===== src/rtl/ysyx_23060208_arbiter.sv =====
// Two-master (IFU read, LSU read/write) to one-slave AXI4 arbiter.
// One transaction in flight; round-robin between IFU and LSU; combinational forwarding.
module ysyx_23060208_arbiter #(
  parameter int ADDR_WIDTH = 32,
  parameter int DATA_WIDTH = 64
) (
  input  logic                    clock,
  input  logic                    reset,
  // IFU read
  input  logic                    ifu_arvalid,
  input  logic [3:0]              ifu_arid,
  input  logic [7:0]              ifu_arlen,
  input  logic [2:0]              ifu_arsize,
  input  logic [1:0]              ifu_arburst,
  input  logic [ADDR_WIDTH-1:0]   ifu_araddr,
  output logic                    ifu_arready,
  output logic                    ifu_rvalid,
  output logic [DATA_WIDTH-1:0]   ifu_rdata,
  output logic [1:0]              ifu_rresp,
  output logic                    ifu_rlast,
  output logic [3:0]              ifu_rid,
  input  logic                    ifu_rready,
  // LSU read
  input  logic                    lsu_arvalid,
  input  logic [3:0]              lsu_arid,
  input  logic [7:0]              lsu_arlen,
  input  logic [2:0]              lsu_arsize,
  input  logic [1:0]              lsu_arburst,
  input  logic [ADDR_WIDTH-1:0]   lsu_araddr,
  output logic                    lsu_arready,
  output logic                    lsu_rvalid,
  output logic [DATA_WIDTH-1:0]   lsu_rdata,
  output logic [1:0]              lsu_rresp,
  output logic                    lsu_rlast,
  output logic [3:0]              lsu_rid,
  input  logic                    lsu_rready,
  // LSU write
  input  logic                    lsu_awvalid,
  input  logic [3:0]              lsu_awid,
  input  logic [7:0]              lsu_awlen,
  input  logic [2:0]              lsu_awsize,
  input  logic [1:0]              lsu_awburst,
  input  logic [ADDR_WIDTH-1:0]   lsu_awaddr,
  output logic                    lsu_awready,
  input  logic                    lsu_wvalid,
  input  logic [DATA_WIDTH-1:0]   lsu_wdata,
  input  logic [DATA_WIDTH/8-1:0] lsu_wstrb,
  input  logic                    lsu_wlast,
  output logic                    lsu_wready,
  output logic                    lsu_bvalid,
  output logic [1:0]              lsu_bresp,
  output logic [3:0]              lsu_bid,
  input  logic                    lsu_bready,
  // slave side
  output logic                    io_master_arvalid,
  output logic [3:0]              io_master_arid,
  output logic [7:0]              io_master_arlen,
  output logic [2:0]              io_master_arsize,
  output logic [1:0]              io_master_arburst,
  output logic [ADDR_WIDTH-1:0]   io_master_araddr,
  input  logic                    io_master_arready,
  input  logic                    io_master_rvalid,
  input  logic [DATA_WIDTH-1:0]   io_master_rdata,
  input  logic [1:0]              io_master_rresp,
  input  logic                    io_master_rlast,
  input  logic [3:0]              io_master_rid,
  output logic                    io_master_rready,
  output logic                    io_master_awvalid,
  output logic [3:0]              io_master_awid,
  output logic [7:0]              io_master_awlen,
  output logic [2:0]              io_master_awsize,
  output logic [1:0]              io_master_awburst,
  output logic [ADDR_WIDTH-1:0]   io_master_awaddr,
  input  logic                    io_master_awready,
  output logic                    io_master_wvalid,
  output logic [DATA_WIDTH-1:0]   io_master_wdata,
  output logic [DATA_WIDTH/8-1:0] io_master_wstrb,
  output logic                    io_master_wlast,
  input  logic                    io_master_wready,
  input  logic                    io_master_bvalid,
  input  logic [1:0]              io_master_bresp,
  input  logic [3:0]              io_master_bid,
  output logic                    io_master_bready,
  output logic [1:0]              grant
);

  // State encoding doubles as the grant code.
  typedef enum logic [1:0] {IDLE = 2'b00, IFU_RD = 2'b01, LSU_RD = 2'b10, LSU_WR = 2'b11} state_t;

  state_t state, state_n;
  logic   last, a_done, w_done;
  logic   rd_done, wr_done;

  assign grant   = state;
  assign rd_done = io_master_rvalid & io_master_rready & io_master_rlast;
  assign wr_done = io_master_bvalid & io_master_bready;

  always_ff @(posedge clock or negedge reset) begin
    if (!reset) begin
      state  <= IDLE;
      last   <= 1'b1;
      a_done <= 1'b0;
      w_done <= 1'b0;
    end else begin
      state <= state_n;
      if (state == IDLE && state_n != IDLE) last <= (state_n != IFU_RD);
      if (state_n == IDLE) begin
        a_done <= 1'b0;
        w_done <= 1'b0;
      end else begin
        if ((io_master_arvalid && io_master_arready) || (io_master_awvalid && io_master_awready))
          a_done <= 1'b1;
        if (io_master_wvalid && io_master_wready && io_master_wlast) w_done <= 1'b1;
      end
    end
  end

  // IFU wins unless the LSU is also asking and the IFU was served last.
  always_comb begin
    state_n = state;
    case (state)
      IDLE: begin
        if (ifu_arvalid && (!(lsu_arvalid || lsu_awvalid) || last)) state_n = IFU_RD;
        else if (lsu_arvalid)                                      state_n = LSU_RD;
        else if (lsu_awvalid)                                      state_n = LSU_WR;
      end
      IFU_RD, LSU_RD: if (rd_done) state_n = IDLE;
      LSU_WR:         if (wr_done) state_n = IDLE;
      default:        state_n = IDLE;
    endcase
  end

  always_comb begin
    ifu_arready = 1'b0; ifu_rvalid = 1'b0; ifu_rdata = '0; ifu_rresp = '0; ifu_rlast = 1'b0; ifu_rid = '0;
    lsu_arready = 1'b0; lsu_rvalid = 1'b0; lsu_rdata = '0; lsu_rresp = '0; lsu_rlast = 1'b0; lsu_rid = '0;
    lsu_awready = 1'b0; lsu_wready = 1'b0; lsu_bvalid = 1'b0; lsu_bresp = '0; lsu_bid = '0;
    io_master_arvalid = 1'b0; io_master_arid = '0; io_master_arlen = '0;
    io_master_arsize = '0; io_master_arburst = '0; io_master_araddr = '0;
    io_master_rready = 1'b0;
    io_master_awvalid = 1'b0; io_master_awid = '0; io_master_awlen = '0;
    io_master_awsize = '0; io_master_awburst = '0; io_master_awaddr = '0;
    io_master_wvalid = 1'b0; io_master_wdata = '0; io_master_wstrb = '0; io_master_wlast = 1'b0;
    io_master_bready = 1'b0;
    case (state)
      IFU_RD: begin
        io_master_arvalid = ifu_arvalid & ~a_done;
        io_master_arid    = ifu_arid;
        io_master_arlen   = ifu_arlen;
        io_master_arsize  = ifu_arsize;
        io_master_arburst = ifu_arburst;
        io_master_araddr  = ifu_araddr;
        ifu_arready       = io_master_arready & ~a_done;
        ifu_rvalid        = io_master_rvalid;
        ifu_rdata         = io_master_rdata;
        ifu_rresp         = io_master_rresp;
        ifu_rlast         = io_master_rlast;
        ifu_rid           = io_master_rid;
        io_master_rready  = ifu_rready;
      end
      LSU_RD: begin
        io_master_arvalid = lsu_arvalid & ~a_done;
        io_master_arid    = lsu_arid;
        io_master_arlen   = lsu_arlen;
        io_master_arsize  = lsu_arsize;
        io_master_arburst = lsu_arburst;
        io_master_araddr  = lsu_araddr;
        lsu_arready       = io_master_arready & ~a_done;
        lsu_rvalid        = io_master_rvalid;
        lsu_rdata         = io_master_rdata;
        lsu_rresp         = io_master_rresp;
        lsu_rlast         = io_master_rlast;
        lsu_rid           = io_master_rid;
        io_master_rready  = lsu_rready;
      end
      LSU_WR: begin
        io_master_awvalid = lsu_awvalid & ~a_done;
        io_master_awid    = lsu_awid;
        io_master_awlen   = lsu_awlen;
        io_master_awsize  = lsu_awsize;
        io_master_awburst = lsu_awburst;
        io_master_awaddr  = lsu_awaddr;
        lsu_awready       = io_master_awready & ~a_done;
        // W may lead AW; it stops once the last beat has gone through.
        io_master_wvalid  = lsu_wvalid & ~w_done;
        io_master_wdata   = lsu_wdata;
        io_master_wstrb   = lsu_wstrb;
        io_master_wlast   = lsu_wlast;
        lsu_wready        = io_master_wready & ~w_done;
        lsu_bvalid        = io_master_bvalid;
        lsu_bresp         = io_master_bresp;
        lsu_bid           = io_master_bid;
        io_master_bready  = lsu_bready;
      end
      default: ;
    endcase
  end

endmodule


===== config.mk =====
export PLATFORM = sky130hd
export DESIGN_NAME = ysyx_23060208_arbiter
export DESIGN_NICKNAME = d
export VERILOG_FILES = /design/src/rtl/ysyx_23060208_arbiter.sv
export SDC_FILE = /design/constraint.sdc
export NUM_CORES = 1
export LEC_CHECK = 0
export ABC_CLOCK_PERIOD_IN_PS = 2000
export BUFFER_PORTS_ARGS = -buffer_cell sky130_fd_sc_hd__buf_2
export CAP_MARGIN = 20
export CORE_AREA = 2 2 247 249
export DETAILED_ROUTE_END_ITERATION = 12
export DIE_AREA = 0 0 249 251
export MAX_ROUTING_LAYER = met4
export PLACE_DENSITY = 0.3
export SETUP_SLACK_MARGIN = 0.15
export SYNTH_ARGS = -nofsm -noshare
export SYNTH_HDL_FRONTEND = slang
export SYNTH_SLANG_ARGS = --single-unit

===== constraint.sdc =====
create_clock -name clock -period 2 [get_ports clock]
set_input_delay 0 -clock clock [delete_from_list [all_inputs] [get_ports clock]]
set_output_delay 0 -clock clock [all_outputs]
set_load 0.03 [all_outputs]

==> impl_table.tex <==
\begin{tabular}{lr}
\hline
Metric & Value \\
\hline
\multicolumn{2}{l}{\textbf{Outcome}} \\
Outcome & completed \\
\multicolumn{2}{l}{\textbf{Critical path}} \\
CP endpoint & io\_master\_arvalid \\
Category of the worst setup path launch point & flip-flop \\
Capturing element type of the critical path & primary output \\
Beginning of the worst register-to-register path & grant[0] \\
Path depth of the worst reg2reg path & 7 \\
Crit-path max FO & 8 \\
Required time of the critical path & 2000 ps \\
Worst flop-to-flop path endpoint & a\_done \\
Critical Path AT & 1830 ps \\
Setup slack, reg-to-reg & 200 ps \\
Type of the setup path with the least slack & flip-flop to primary output \\
Source of the critical timing path & grant[0] \\
\multicolumn{2}{l}{\textbf{Yosys}} \\
Register area share after synthesis & 4.19\% \\
Netlist Area Pre-Place & 3020 um\^{}2 \\
Synth cell count leaders & 274 x and2\_1, 51 x nor2b\_1, 50 x a22oi\_1, 43 x clkbuf\_1, 7 x inv\_1 \\
Unique masters post-synth & 25 \\
Synth area leaders & and2\_1 57\%, a22oi\_1 12\%, nor2b\_1 11\% \\
Number of cells produced by synthesis & 466 \\
Average instance area after synthesis & 6.47 um\^{}2 \\
Cell with the most instances after synthesis & and2\_1 \\
Portion of synthesized cell area occupied by the leading cell type & 56.8\% \\
Count of synthesis-stage warnings from yosys & 0 \\
Post-synth ARST share & 100\% \\
Post-synth net total & 782 \\
Register bit total from synthesis & 5 \\
Cell accounting for the most synthesized area & and2\_1 \\
Post-synth EDFFs & 0 \\
Synth Flop Type & dfrtp\_1 \\
\multicolumn{2}{l}{\textbf{Clock network}} \\
Clock Path Buffers & 2 \\
Clock sink count & 5 \\
Clk Latency, worst-skew pair & 230 ps \\
Inserted Clock Buffers & 3 \\
TritonCTS clock tree & done \\
Clock Pin Slew Worst Setup and Hold Paths & 30 ps \\
Library cell used as clock root buffer & clkbuf\_16 \\
Deepest level of the CTS H-tree & 1 \\
\multicolumn{2}{l}{\textbf{Floorplanning}} \\
IO Pins & 644 \\
Standard-cell row count & 90 \\
Die Y-Extent & 251 um \\
Area of the die & 62500 um\^{}2 \\
Initial Utilization & 5.04\% \\
Chip width & 249 um \\
Area inside the core boundary & 59800 um\^{}2 \\
\multicolumn{2}{l}{\textbf{Timing}} \\
Setup repair after global routing missed its margin & yes \\
Worst setup margin & 171 ps \\
Total count of max-transition violations in the final report & 0 \\
Transition time at the pin with the least slew margin & 418 ps \\
Layout Skew & 0.919 ps \\
Period utilisation layout & 91.4\% \\
F\_max & 547 MHz \\
Shortest clock period the worst path allows after layout & 1830 ps \\
Count of final setup violators & 0 \\
Sum of negative setup slack & 0 ps \\
Endpoints failing hold & 0 \\
Worst slew margin & 72.0\% \\
\multicolumn{2}{l}{\textbf{Routing}} \\
Via density per instance & 3.08 \\
Starting DRC count in detailed routing & 251 \\
Final antenna-violating net count & 0 \\
Number of optimization iterations in the first detailed-route pass & 4 \\
Post-DR wirelength/cell & 16.5 um \\
Residual DRC & 0 \\
Routed Wire Length & 31.0 mm \\
Total via count after detailed routing & 5803 \\
\multicolumn{2}{l}{\textbf{Pwr}} \\
Maximum vdd drop & 652 uV \\
Leakage Power & 4.47 nW \\
Pwr Density & 1310 nW/um\^{}2 \\
\multicolumn{2}{l}{\textbf{Global route}} \\
Antenna violations before repair & 10 \\
Aggregate global routing overflow & 0 \\
Maximum number of pins on one net before global-route repair & 77 \\
Global-route wire length before repair & 39.1 mm \\
Vias in the first global route & 5567 \\
Combined global-route utilization of all metal layers & 8.72\% \\
\multicolumn{2}{l}{\textbf{Cells and area}} \\
Fraction of layout instances using a drive strength above 1 & 63.4\% \\
Number of nets in the layout & 1415 \\
Layout area overhead & 161\% \\
\multicolumn{2}{l}{\textbf{Placed design}} \\
Post-detail-place hpwl & 25.8 mm \\
Port Buf Inserts & 643 \\
Worst slack after detailed placement & 121 ps \\
Final RePlAce weighted congestion & 0.859 \\
\multicolumn{2}{l}{\textbf{Min path}} \\
Path class of the lowest-slack min-delay path & primary input to flip-flop \\
\multicolumn{2}{l}{\textbf{Flow run}} \\
Max Cap Viol & 0 \\
\hline
\end{tabular}
-- layer usage --
metal  global-route usage (%)  share of wire [%]  up-vias
met5                        -                  0        -
met4                     1.52                1.4        0
met3                     1.79                7.1       22
met2                     15.3                 50      360
met1                     10.4                 42     2654
li1                         -                  -     2767
-- registers in the layout (all words and copies together), names as in the netlist --
signal	cells
a_done	1
grant	2
last	1
w_done	1
-- layout by cell type (no fill, tap or decap), types with 4 or more instances in the layout --
cell type	netlist	routed
a22oi_1	50	49
and2_1	274	274
and3b_1	6	6
buf_12	0	7
buf_16	0	4
buf_2	2	603
buf_4	2	27
buf_6	0	4
clkbuf_16	0	11
clkbuf_4	0	21
diode_2	0	4
inv_1	7	7
nor2b_1	51	44
nor2b_2	0	7
-- what timing repair did --
item	in CTS	in global routing
setup buffers	0	4
pin swaps	0	1
endpoints found under the hold margin	5	0
hold buffers	1	0
setup endpoints to repair	51	196
resized for setup	5	70
cloned	0	9
-- kinds of logic (layout without fill, tap and decap cells) --
| logic type | Yosys count | in the layout | share of synthesized area [%] |
|---|---|---|---|
| AO/OA/AOI/OAI | 65 | 65 | 16.3 |
| other | 0 | 4 | 0 |
| AND/OR/NAND/NOR | 336 | 336 | 70.0 |
| adder cells (fa/ha/maj) | 5 | 5 | 2.07 |
| buffers and inverters | 54 | 686 | 7.05 |
| flip-flops | 5 | 5 | 4.19 |
| multiplexers | 1 | 1 | 0.332 |
-- worst min path at each step --
| stage | startpoint | to | slack [ps] | cells after the start |
|---|---|---|---|---|
| 2_1_floorplan | reset | a_done | -300 | 0 |
| 5_1_grt | io_master_arready | a_done | 100 | 3 |
| 4_1_cts | io_master_arready | a_done | 80 | 3 |
| 6_report | io_master_arready | a_done | 70 | 3 |
| 3_5_place_dp | reset | a_done | -150 | 1 |
| 3_3_place_gp | reset | a_done | -150 | 1 |
-- area by class of cell --
class / instances / area (um^2)
clock buffer: 4 / 78.8
sequential: 5 / 129
antenna: 4 / 10.0
tap: 782 / 978
multi-input combinational: 407 / 2770
timing repair buffer: 675 / 3880
inverter: 7 / 26.3
fill: 6993 / 51900
-- worst max-delay path, cell delays in order (launching register included) --
cell	delay [ps]
dfrtp_2	390
inv_1	110
buf_4	160
ha_4	170
buf_12	180
buf_4	130
mux2i_1	70
nor3b_2	200
buf_4	190
-- report_power, final --
group / switching (W) / internal, W
Clock: 0.0000646 / 0.000264
Sequential: 0.0000374 / 0.000155
Combinational: 0.00622 / 0.00353
Total: 0.00632 / 0.00395
-- stage by stage --
stage	area, um^2	hold WS (ps)	instances	total power (W)	utilization (%)
after global routing	7870	98.4	1883	0.0110	13.2
after detailed placement	7320	-146	1862	0.00904	12.2
after floorplan	3040	-296	466	0.00597	-
after global placement	7320	-147	1862	0.00911	12.2
final	7870	72.0	1884	0.0103	13.2
after CTS	7430	81.0	1867	0.00946	12.4
Power figures use the tool's default switching activity.
